**src/rtl/emissor_if.sv**
```systemverilog
// CPU/bus/snoop signal bundle of the emissor MSI controller.
// master = the emissor itself, slave = the CPU/bus/snoop environment driving it.
interface emissor_if #(
  parameter int unsigned INDEX_W = 2,
  parameter int unsigned TAG_W   = 4
);
  localparam int unsigned A = TAG_W + INDEX_W;

  logic         i_Cpu_Valid;
  logic         i_Cpu_Write;
  logic [A-1:0] i_Cpu_Addr;
  logic         o_Cpu_Ready;
  logic         o_Cpu_Hit;

  logic         o_Bus_Req;
  logic         i_Bus_Grant;
  logic         o_Bus_Valid;
  logic [1:0]   o_Operation;
  logic [A-1:0] o_Bus_Addr;

  logic         o_Writeback;
  logic [A-1:0] o_Wb_Addr;

  logic         i_Snoop_Valid;
  logic [1:0]   i_Snoop_Operation;
  logic [A-1:0] i_Snoop_Addr;
  logic         o_Flush;
  logic [A-1:0] o_Flush_Addr;

  modport master (
    input  i_Cpu_Valid, i_Cpu_Write, i_Cpu_Addr, i_Bus_Grant,
           i_Snoop_Valid, i_Snoop_Operation, i_Snoop_Addr,
    output o_Cpu_Ready, o_Cpu_Hit, o_Bus_Req, o_Bus_Valid, o_Operation,
           o_Bus_Addr, o_Writeback, o_Wb_Addr, o_Flush, o_Flush_Addr
  );

  modport slave (
    output i_Cpu_Valid, i_Cpu_Write, i_Cpu_Addr, i_Bus_Grant,
           i_Snoop_Valid, i_Snoop_Operation, i_Snoop_Addr,
    input  o_Cpu_Ready, o_Cpu_Hit, o_Bus_Req, o_Bus_Valid, o_Operation,
           o_Bus_Addr, o_Writeback, o_Wb_Addr, o_Flush, o_Flush_Addr
  );
endinterface

```
**src/rtl/emissor.sv**
```systemverilog
// Processor-side MSI controller: per-line tag/state of a direct-mapped cache,
// CPU requests turned into snooping-bus operations, snooped ops applied to own lines.
module emissor #(
  parameter int unsigned INDEX_W = 2,
  parameter int unsigned TAG_W   = 4
) (
  input logic       i_Clock,
  input logic       i_Reset_n,
  emissor_if.master bus
);
  localparam int unsigned A     = TAG_W + INDEX_W;
  localparam int unsigned LINES = 1 << INDEX_W;

  typedef enum logic [2:0] {IDLE, LOOKUP, WRITEBACK, BUS_REQ, BUS_ISSUE, DONE} state_t;
  typedef enum logic [1:0] {LS_I = 2'b00, LS_S = 2'b01, LS_M = 2'b10} line_t;
  typedef enum logic [1:0] {
    OP_READ_MISS  = 2'b00,
    OP_INVALIDATE = 2'b01,
    OP_WRITE_MISS = 2'b10,
    OP_NONE       = 2'b11
  } op_t;

  state_t             state, next_state;
  line_t              line_state [LINES];
  logic [TAG_W-1:0]   line_tag   [LINES];

  logic [TAG_W-1:0]   req_tag;
  logic [INDEX_W-1:0] req_idx;
  logic               req_write;
  op_t                pend_op, pend_op_next;
  logic               hit_q, hit_next;

  line_t              cur_state;
  logic [TAG_W-1:0]   cur_tag;
  logic               lk_hit;

  logic [INDEX_W-1:0] snp_idx;
  logic [TAG_W-1:0]   snp_tag;
  logic               snp_match, snp_kill, snp_down, snp_blocked, snp_apply;

  logic               cpu_ready_d, cpu_hit_d, bus_req_d, bus_valid_d;
  logic [1:0]         operation_d;
  logic [A-1:0]       bus_addr_d, wb_addr_d, flush_addr_d;
  logic               writeback_d, flush_d;

  assign cur_state = line_state[req_idx];
  assign cur_tag   = line_tag[req_idx];
  assign lk_hit    = (cur_state != LS_I) && (cur_tag == req_tag);

  assign snp_idx   = bus.i_Snoop_Addr[INDEX_W-1:0];
  assign snp_tag   = bus.i_Snoop_Addr[A-1:INDEX_W];
  assign snp_match = bus.i_Snoop_Valid && (bus.i_Snoop_Operation != OP_NONE) &&
                     (line_state[snp_idx] != LS_I) && (line_tag[snp_idx] == snp_tag);
  assign snp_kill  = snp_match && ((bus.i_Snoop_Operation == OP_INVALIDATE) ||
                                   (bus.i_Snoop_Operation == OP_WRITE_MISS));
  assign snp_down  = snp_match && (bus.i_Snoop_Operation == OP_READ_MISS) &&
                     (line_state[snp_idx] == LS_M);
  // Own writeback/fill of the same line overrides a concurrent snoop.
  assign snp_blocked = ((state == WRITEBACK) || (state == BUS_ISSUE)) && (snp_idx == req_idx);
  assign snp_apply   = snp_match && !snp_blocked;

  always_ff @(posedge i_Clock or negedge i_Reset_n) begin
    if (!i_Reset_n) begin
      state     <= IDLE;
      pend_op   <= OP_READ_MISS;
      hit_q     <= 1'b0;
      req_tag   <= '0;
      req_idx   <= '0;
      req_write <= 1'b0;
    end else begin
      state   <= next_state;
      pend_op <= pend_op_next;
      hit_q   <= hit_next;
      if (state == IDLE && bus.i_Cpu_Valid) begin
        req_tag   <= bus.i_Cpu_Addr[A-1:INDEX_W];
        req_idx   <= bus.i_Cpu_Addr[INDEX_W-1:0];
        req_write <= bus.i_Cpu_Write;
      end
    end
  end

  always_comb begin
    next_state   = state;
    pend_op_next = pend_op;
    hit_next     = hit_q;
    case (state)
      IDLE: if (bus.i_Cpu_Valid) next_state = LOOKUP;
      LOOKUP: begin
        hit_next = 1'b0;
        if (lk_hit && (!req_write || cur_state == LS_M)) begin
          next_state = DONE;
          hit_next   = 1'b1;
        end else if (lk_hit) begin
          next_state   = BUS_REQ;
          pend_op_next = OP_INVALIDATE;
        end else begin
          pend_op_next = req_write ? OP_WRITE_MISS : OP_READ_MISS;
          next_state   = (cur_state == LS_M) ? WRITEBACK : BUS_REQ;
        end
      end
      WRITEBACK: next_state = BUS_REQ;
      BUS_REQ:   if (bus.i_Bus_Grant) next_state = BUS_ISSUE;
      BUS_ISSUE: next_state = DONE;
      DONE:      next_state = IDLE;
      default:   next_state = IDLE;
    endcase
    // Losing the line before the INVALIDATE is issued (including a snoop racing
    // the LOOKUP edge) means we no longer hold a copy: fetch it with WRITE_MISS.
    if ((state == LOOKUP || state == BUS_REQ) && pend_op_next == OP_INVALIDATE &&
        snp_kill && snp_idx == req_idx)
      pend_op_next = OP_WRITE_MISS;
  end

  always_comb begin
    cpu_ready_d  = (next_state == DONE);
    cpu_hit_d    = (next_state == DONE) && hit_next;
    bus_req_d    = (next_state == BUS_REQ);
    bus_valid_d  = (next_state == BUS_ISSUE);
    operation_d  = '0;
    bus_addr_d   = '0;
    if (next_state == BUS_ISSUE) begin
      operation_d = pend_op_next;
      bus_addr_d  = {req_tag, req_idx};
    end
    writeback_d  = (next_state == WRITEBACK);
    wb_addr_d    = (next_state == WRITEBACK) ? {cur_tag, req_idx} : '0;
    flush_d      = snp_down && snp_apply;
    flush_addr_d = flush_d ? bus.i_Snoop_Addr : '0;
  end

  always_ff @(posedge i_Clock or negedge i_Reset_n) begin
    if (!i_Reset_n) begin
      bus.o_Cpu_Ready  <= 1'b0;
      bus.o_Cpu_Hit    <= 1'b0;
      bus.o_Bus_Req    <= 1'b0;
      bus.o_Bus_Valid  <= 1'b0;
      bus.o_Operation  <= '0;
      bus.o_Bus_Addr   <= '0;
      bus.o_Writeback  <= 1'b0;
      bus.o_Wb_Addr    <= '0;
      bus.o_Flush      <= 1'b0;
      bus.o_Flush_Addr <= '0;
    end else begin
      bus.o_Cpu_Ready  <= cpu_ready_d;
      bus.o_Cpu_Hit    <= cpu_hit_d;
      bus.o_Bus_Req    <= bus_req_d;
      bus.o_Bus_Valid  <= bus_valid_d;
      bus.o_Operation  <= operation_d;
      bus.o_Bus_Addr   <= bus_addr_d;
      bus.o_Writeback  <= writeback_d;
      bus.o_Wb_Addr    <= wb_addr_d;
      bus.o_Flush      <= flush_d;
      bus.o_Flush_Addr <= flush_addr_d;
    end
  end

  always_ff @(posedge i_Clock or negedge i_Reset_n) begin
    if (!i_Reset_n) begin
      for (int unsigned i = 0; i < LINES; i++) begin
        line_state[i] <= LS_I;
        line_tag[i]   <= '0;
      end
    end else begin
      if (snp_apply && snp_kill)
        line_state[snp_idx] <= LS_I;
      else if (snp_apply && snp_down)
        line_state[snp_idx] <= LS_S;
      if (state == WRITEBACK) begin
        line_state[req_idx] <= LS_I;
      end else if (state == BUS_ISSUE) begin
        line_tag[req_idx]   <= req_tag;
        line_state[req_idx] <= (pend_op == OP_READ_MISS) ? LS_S : LS_M;
      end
    end
  end
endmodule

```
**src/flat_wrapper.sv**
```systemverilog
// flat-port wrapper written by rule: the top's interface ports become plain ports
module emissor_flat 
#(
  parameter int unsigned INDEX_W = 2,
  parameter int unsigned TAG_W   = 4
)
  (i_Clock, i_Reset_n, bus_i_Cpu_Valid, bus_i_Cpu_Write, bus_i_Cpu_Addr, bus_i_Bus_Grant, bus_i_Snoop_Valid, bus_i_Snoop_Operation, bus_i_Snoop_Addr, bus_o_Cpu_Ready, bus_o_Cpu_Hit, bus_o_Bus_Req, bus_o_Bus_Valid, bus_o_Operation, bus_o_Bus_Addr, bus_o_Writeback, bus_o_Wb_Addr, bus_o_Flush, bus_o_Flush_Addr);
  emissor_if #(.INDEX_W(INDEX_W), .TAG_W(TAG_W)) bus_i ();
  input logic i_Clock;
  input logic i_Reset_n;
  input wire logic [$bits(bus_i.i_Cpu_Valid)-1:0] bus_i_Cpu_Valid;
  input wire logic [$bits(bus_i.i_Cpu_Write)-1:0] bus_i_Cpu_Write;
  input wire logic [$bits(bus_i.i_Cpu_Addr)-1:0] bus_i_Cpu_Addr;
  input wire logic [$bits(bus_i.i_Bus_Grant)-1:0] bus_i_Bus_Grant;
  input wire logic [$bits(bus_i.i_Snoop_Valid)-1:0] bus_i_Snoop_Valid;
  input wire logic [$bits(bus_i.i_Snoop_Operation)-1:0] bus_i_Snoop_Operation;
  input wire logic [$bits(bus_i.i_Snoop_Addr)-1:0] bus_i_Snoop_Addr;
  output wire logic [$bits(bus_i.o_Cpu_Ready)-1:0] bus_o_Cpu_Ready;
  output wire logic [$bits(bus_i.o_Cpu_Hit)-1:0] bus_o_Cpu_Hit;
  output wire logic [$bits(bus_i.o_Bus_Req)-1:0] bus_o_Bus_Req;
  output wire logic [$bits(bus_i.o_Bus_Valid)-1:0] bus_o_Bus_Valid;
  output wire logic [$bits(bus_i.o_Operation)-1:0] bus_o_Operation;
  output wire logic [$bits(bus_i.o_Bus_Addr)-1:0] bus_o_Bus_Addr;
  output wire logic [$bits(bus_i.o_Writeback)-1:0] bus_o_Writeback;
  output wire logic [$bits(bus_i.o_Wb_Addr)-1:0] bus_o_Wb_Addr;
  output wire logic [$bits(bus_i.o_Flush)-1:0] bus_o_Flush;
  output wire logic [$bits(bus_i.o_Flush_Addr)-1:0] bus_o_Flush_Addr;
  assign bus_i.i_Cpu_Valid = bus_i_Cpu_Valid;
  assign bus_i.i_Cpu_Write = bus_i_Cpu_Write;
  assign bus_i.i_Cpu_Addr = bus_i_Cpu_Addr;
  assign bus_i.i_Bus_Grant = bus_i_Bus_Grant;
  assign bus_i.i_Snoop_Valid = bus_i_Snoop_Valid;
  assign bus_i.i_Snoop_Operation = bus_i_Snoop_Operation;
  assign bus_i.i_Snoop_Addr = bus_i_Snoop_Addr;
  assign bus_o_Cpu_Ready = bus_i.o_Cpu_Ready;
  assign bus_o_Cpu_Hit = bus_i.o_Cpu_Hit;
  assign bus_o_Bus_Req = bus_i.o_Bus_Req;
  assign bus_o_Bus_Valid = bus_i.o_Bus_Valid;
  assign bus_o_Operation = bus_i.o_Operation;
  assign bus_o_Bus_Addr = bus_i.o_Bus_Addr;
  assign bus_o_Writeback = bus_i.o_Writeback;
  assign bus_o_Wb_Addr = bus_i.o_Wb_Addr;
  assign bus_o_Flush = bus_i.o_Flush;
  assign bus_o_Flush_Addr = bus_i.o_Flush_Addr;
  emissor #(.INDEX_W(INDEX_W), .TAG_W(TAG_W)) u_core (.i_Clock(i_Clock), .i_Reset_n(i_Reset_n), .bus(bus_i));
endmodule
```
**config.mk**
```make
export PLATFORM = sky130hd
export DESIGN_NAME = emissor_flat
export DESIGN_NICKNAME = d
export VERILOG_FILES = /design/src/rtl/emissor_if.sv /design/src/rtl/emissor.sv /design/src/flat_wrapper.sv
export SDC_FILE = /design/constraint.sdc
export NUM_CORES = 1
export LEC_CHECK = 0
export CORE_MARGIN = 2
export CORE_UTILIZATION = 55
export DETAILED_ROUTE_END_ITERATION = 10
export PLACE_DENSITY = 0.81
export SYNTH_ARGS = -nofsm -noshare
export SYNTH_HDL_FRONTEND = slang
export SYNTH_SLANG_ARGS = --single-unit
```
**constraint.sdc**
```tcl
create_clock -name i_Clock -period 3.3 [get_ports i_Clock]
set_input_delay 0.66 -clock i_Clock [delete_from_list [all_inputs] [get_ports i_Clock]]
set_output_delay 0.66 -clock i_Clock [all_outputs]
set_load 0.01 [all_outputs]
```
Yosys cells after proc, flatten, opt, wreduce, memory -nomap -nowiden
Cells that the tools add are included.
Storage, ports and cells
  flip-flop bits (word level): 63
  input port bits: 20
  output and inout bits: 26
  logic and storage cells: 128
Operators by class
  $lt $le $gt $ge: 4
  equal/unequal tests: 17
  muxes and demuxes: 42
  bitwise operators: 10
  reductions and logical operators: 31
Operators by type and width (count)
  $mux W8: 4
  $mux W2: 13
  $mux W4: 5
  $logic_and A1 B1 Y1: 19
  $mux W6: 3
  $and A8 B8 Y8: 2
  $bmux W4 S2: 2
  $bwmux W16: 1
  $not A8 Y8: 2
  $pmux W3 S5: 1
  $eq A3 B2 Y1 const B: 4
  $mux W3: 4
  $eq A3 B3 Y1 const B: 3
  $bmux W2 S2: 2
  $bwmux W8: 1
  $demux W2 S2: 2
  $demux W4 S2: 1
  $eq A4 B4 Y1: 2
  $eq A2 B2 Y1 const B: 3
  $ge A3 B3 Y1 const B: 2
  $lt A3 B1 Y1 const B: 2
  $not A2 Y3: 2
  $and A4 B4 Y4: 1
  $eq A2 B1 Y1 const B: 2
  13 further kinds: 21

Depth between registers and ports, before layout
  depth after elaboration: 15
  gate-level depth with buffers: 8
  mapped depth without buffers: 7

Worst setup path after synthesis
Ideal clock, no wire load.
  path kind: input port to flip-flop
  start point: in bus_i_Snoop_Addr[0]
  end point: reg u_core.line_state[3] in the netlist's numbering
  library setup time: 0.136 ns
  data arrival time: 2.446 ns
  required time: 3.164 ns
  path slack: 0.718 ns
  cell stages on the path: 7
  path buffers: 1
  path through: buf_2 -> mux4_2 -> xnor2_1 -> o2111ai_2 -> a211oi_2 -> and4bb_2 -> o22ai_1
Between the ends
  word-level cells in the longest chain between the ends: 15
  elaborated cells on any way between the ends: 36
  those cells by class: order compare (2); eq/ne (3); mux (13); bitwise (6); reduce/logical (12)
RTL lines
  start, declared: RTL line flat_wrapper.sv:17  | input wire logic [$bits(bus_i.i_Snoop_Addr)-1:0] bus_i_Snoop_Addr;
  $not A2 Y3 (not written as such)
  $bmux W2 S2: RTL line emissor.sv:53, emissor.sv:57
  $mux W2 (not written as such) (2 in a row): RTL line emissor.sv:53, emissor.sv:57
  $reduce_bool A2 Y1: RTL line emissor.sv:53  | (line_state[snp_idx] != LS_I) && (line_tag[snp_idx] == snp_tag);
  $logic_and A1 B1 Y1: RTL line emissor.sv:52  | assign snp_match = bus.i_Snoop_Valid && (bus.i_Snoop_Operation != OP_NONE) &&
  $logic_and A1 B1 Y1: RTL line emissor.sv:53
  $logic_and A1 B1 Y1 (2 in a row): RTL line emissor.sv:56  | assign snp_down = snp_match && (bus.i_Snoop_Operation == OP_READ_MISS) &&
  $logic_and A1 B1 Y1: RTL line emissor.sv:166  | else if (snp_apply && snp_down)
  $mux W8: RTL line emissor.sv:166
  $mux W8 *: RTL line emissor.sv:164  | if (snp_apply && snp_kill)
  $bwmux W8: RTL line emissor.sv:172  | line_state[req_idx] <= (pend_op == OP_READ_MISS) ? LS_S : LS_M;
  $mux W8: RTL line emissor.sv:170  | end else if (state == BUS_ISSUE) begin
  $mux W8 *: RTL line emissor.sv:168  | if (state == WRITEBACK) begin
  end signal, assigned by index: RTL line emissor.sv:172
  end, declared: RTL line emissor.sv:24  | line_t line_state [LINES];
Mark *: on every way between the ends. The rest lies on a longest branch, timed or not. The select of a mux whose other input is x is not followed.
A chain may end at the register's enable or synchronous reset.

Final worst setup path
  start point: in bus_i_Snoop_Addr[0]
  end point: reg u_core.line_state[7] in the netlist's numbering
Same word-level chain as after synthesis.

==> results.ini <==
[status]
status = completed

[hold_path]
min_path_type = flip-flop to flip-flop
min_from = u_core.line_tag[2]$_DFFE_PN0P_
min_path_cells = 2
hold-path-endpoint = u_core.line_tag[2]$_DFFE_PN0P_

[sta]
setup_violations = 0
hold_violations = 0
setup-tns-final_ns = 0
tightestPinTransition_ns = 1.09
clock_skew_ns = 0.00826
final_max_slew_viol_count = 0
setup_ws_ns = 0.334
rsz0062_at_grt = no
max_freq_mhz = 337
slew_headroom = 0.276
finalCriticalPeriod_ns = 2.97
period_share = 0.899

[synthesis]
yosys_warnings = 0
synthesis.area_um2 = 3130
syn-num-nets = 287
avgSynthCellArea_um2 = 11.8
synthCells = 265
synth.distinct_cells = 47
synth_edf_count = 0
ys.flop_type = dfrtp_1
postSynth.asyncResetShare = 1.00
ys_seq_area_frac = 0.504
ys_ff_latch = 63

[critical_path]
arrival_ns = 3.19
r2r_setup_slack_ns = 0.72
r2r-end = u_core.bus.o_Wb_Addr[2]$_DFF_PN0_
crit_required_ns = 3.52
cp_max_fo = 6
crit_type = input pin to flip-flop
endpoint_kind = flip-flop
crit_path_start_kind = input pin
ff2ff_path_depth = 6
r2r_start = u_core.req_idx[0]$_DFFE_PN0P_

[routing]
vias = 2313
route.detailed.drc = 0
routed_wl_um = 7190
drt_first_pass_iters = 4
wl_per_cell_um = 18.3
ant_nets = 0
vias_per_cell = 5.89
drtIter0Drc = 168

[finish]
area_growth_pct = 24.1
multi_input_area_um2 = 1450
diodes = 0
seq_area_um2 = 1580
drive_gt1_frac = 0.227
nets = 338
fin_util = 0.704
fillers = 415

[grt]
track_usage = 0.253
grt_pass1_vias = 2402
grt_pass1_wl_um = 11900
grt_max_degree = 51
antenna_found_initial = 0
overflow = 0

[floorplan]
start_util = 0.568
die-width_um = 79.4
rows = 27
io_pins = 46
coreArea_um2 = 5510
die_y_um = 79.4
die-area_um2 = 6300

[pwr]
max-vdd-ir-drop_v = 0.000534
power.density_nw_per_um2 = 811
leakage_nw = 1.73
p_total_w = 0.00315

[clock_network]
clk_path_buf_depth = 2
cts.sinks = 63
hold_buffers = 0
cts_made_buffers = 9
cts_tree = built
path_clk_slew_ns = 0.07
post_cts_resized = 0
clk_latency_ns = 0.34
cts_root_buf = clkbuf_8
htree_num_levels = 3
cts_setup_buffers = 0

[place]
numPortBuffers = 45
place_ws_ns = 0.0368
routabilityCongestion = 0.956
dp_hpwl_um = 5230

[run]
cap_viol_max_count = 0

area by class of cell:
class / count / share of cell area
clock buffer: 13 / 0.0436
clock inverter: 3 / 0.0103
inverter: 8 / 0.00774
multi-input combinational: 179 / 0.374
sequential: 63 / 0.407
tap: 72 / 0.0232
timing repair buffer: 55 / 0.134
metal layers:
| metal | GRT usage | share of wire | up-vias |
|---|---|---|---|
| met4 | 0.153 | 0.034 | 0 |
| met3 | 0.0441 | 0.069 | 24 |
| met1 | 0.343 | 0.43 | 1141 |
| met5 | 0 | 0 | - |
| li1 | - | - | 1052 |
| met2 | 0.381 | 0.47 | 96 |
cell families (layout without fill, tap and decap cells):
| logic type | count (synthesis) | after routing | synth area share |
|---|---|---|---|
| and+or+nand+nor | 85 | 85 | 0.156 |
| DFF | 63 | 63 | 0.504 |
| AOI/OAI and AO/OA | 47 | 47 | 0.108 |
| muxes | 36 | 36 | 0.168 |
| buffers and inverters | 23 | 79 | 0.0312 |
| xor gates and xnor gates | 9 | 9 | 0.0252 |
| adders and majority gates | 2 | 2 | 0.00801 |
layout by cell type (no fill, tap or decap), types with 5 or more instances in the layout:
cell / count
mux2_2: 21
mux4_2: 11
inv_1: 8
o21ai_0: 9
clkbuf_8: 12
buf_4: 10
a21oi_1: 9
o22ai_1: 7
xor2_1: 5
nand2_1: 19
clkdlybuf4s50_1: 44
nor2_1: 14
dfrtp_1: 63
and2_1: 17
nand2b_1: 8
Yosys cell counts (all sizes together), types with 4 or more instances:
library cell	number	area, um2
mux2	21	236
dfrtp	63	1580
o21ai	10	53.8
nor2	14	52.6
inv	8	30.0
xnor2	4	35.0
nand2	19	71.3
a21oi	9	45.0
a31oi	4	25.0
mux4	11	248
and2	17	106
nand2b	8	50.1
o22ai	7	43.8
clkbuf	11	41.3
nor3	6	46.3
buf	4	26.3
mux2i	4	40.0
a31o	4	35.0
xor2	5	43.8
worst max path at each step:
| stage | slack (ns) | end | from |
|---|---|---|---|
| detailed placement | 0.04 | u_core.line_state[5]$_DFF_PN0_ | bus_i_Snoop_Addr[0] |
| global route | 0.19 | u_core.line_state[7]$_DFF_PN0_ | bus_i_Snoop_Addr[0] |
| floorplan | 0.72 | u_core.line_state[3]$_DFF_PN0_ | bus_i_Snoop_Addr[0] |
| finish | 0.33 | u_core.line_state[7]$_DFF_PN0_ | bus_i_Snoop_Addr[0] |
| CTS | 0.34 | u_core.line_state[7]$_DFF_PN0_ | bus_i_Snoop_Addr[0] |
| global placement | 0.07 | u_core.line_state[5]$_DFF_PN0_ | bus_i_Snoop_Addr[0] |
worst max-delay path: stages:
cell and delay (ns):
clkdlybuf4s50_1 0.67, buf_4 0.22, mux4_2 0.52, o2111ai_2 0.37, a211oi_2 0.11, buf_4 0.20, and3b_1 0.15, o32ai_1 0.27
registers in the layout, summed over array words and instances, names as in the netlist, 3 cells and up:
| signal | cells |
|---|---|
| u_core.bus.o_Bus_Addr | 6 |
| u_core.bus.o_Flush_Addr | 6 |
| u_core.bus.o_Wb_Addr | 6 |
| u_core.line_state | 8 |
| u_core.line_tag | 16 |
| u_core.req_tag | 4 |
| u_core.state | 3 |
stage by stage:
stage	cell area, um2	hold slack (ns)	instances
2_1_floorplan	3130	0.364	265
3_3_place_gp	3670	0.479	377
3_5_place_dp	3670	0.496	377
4_1_cts	3880	0.513	393
5_1_grt	3880	0.549	393
6_report	3880	0.504	393
where the power goes:
group          switching [W]  total [W]  internal (W)
registers           0.000280    0.00128      0.000997
logic               0.000588    0.00117      0.000586
clock network       0.000287   0.000695      0.000408
Note: power is estimated with default switching activity, not from simulation.
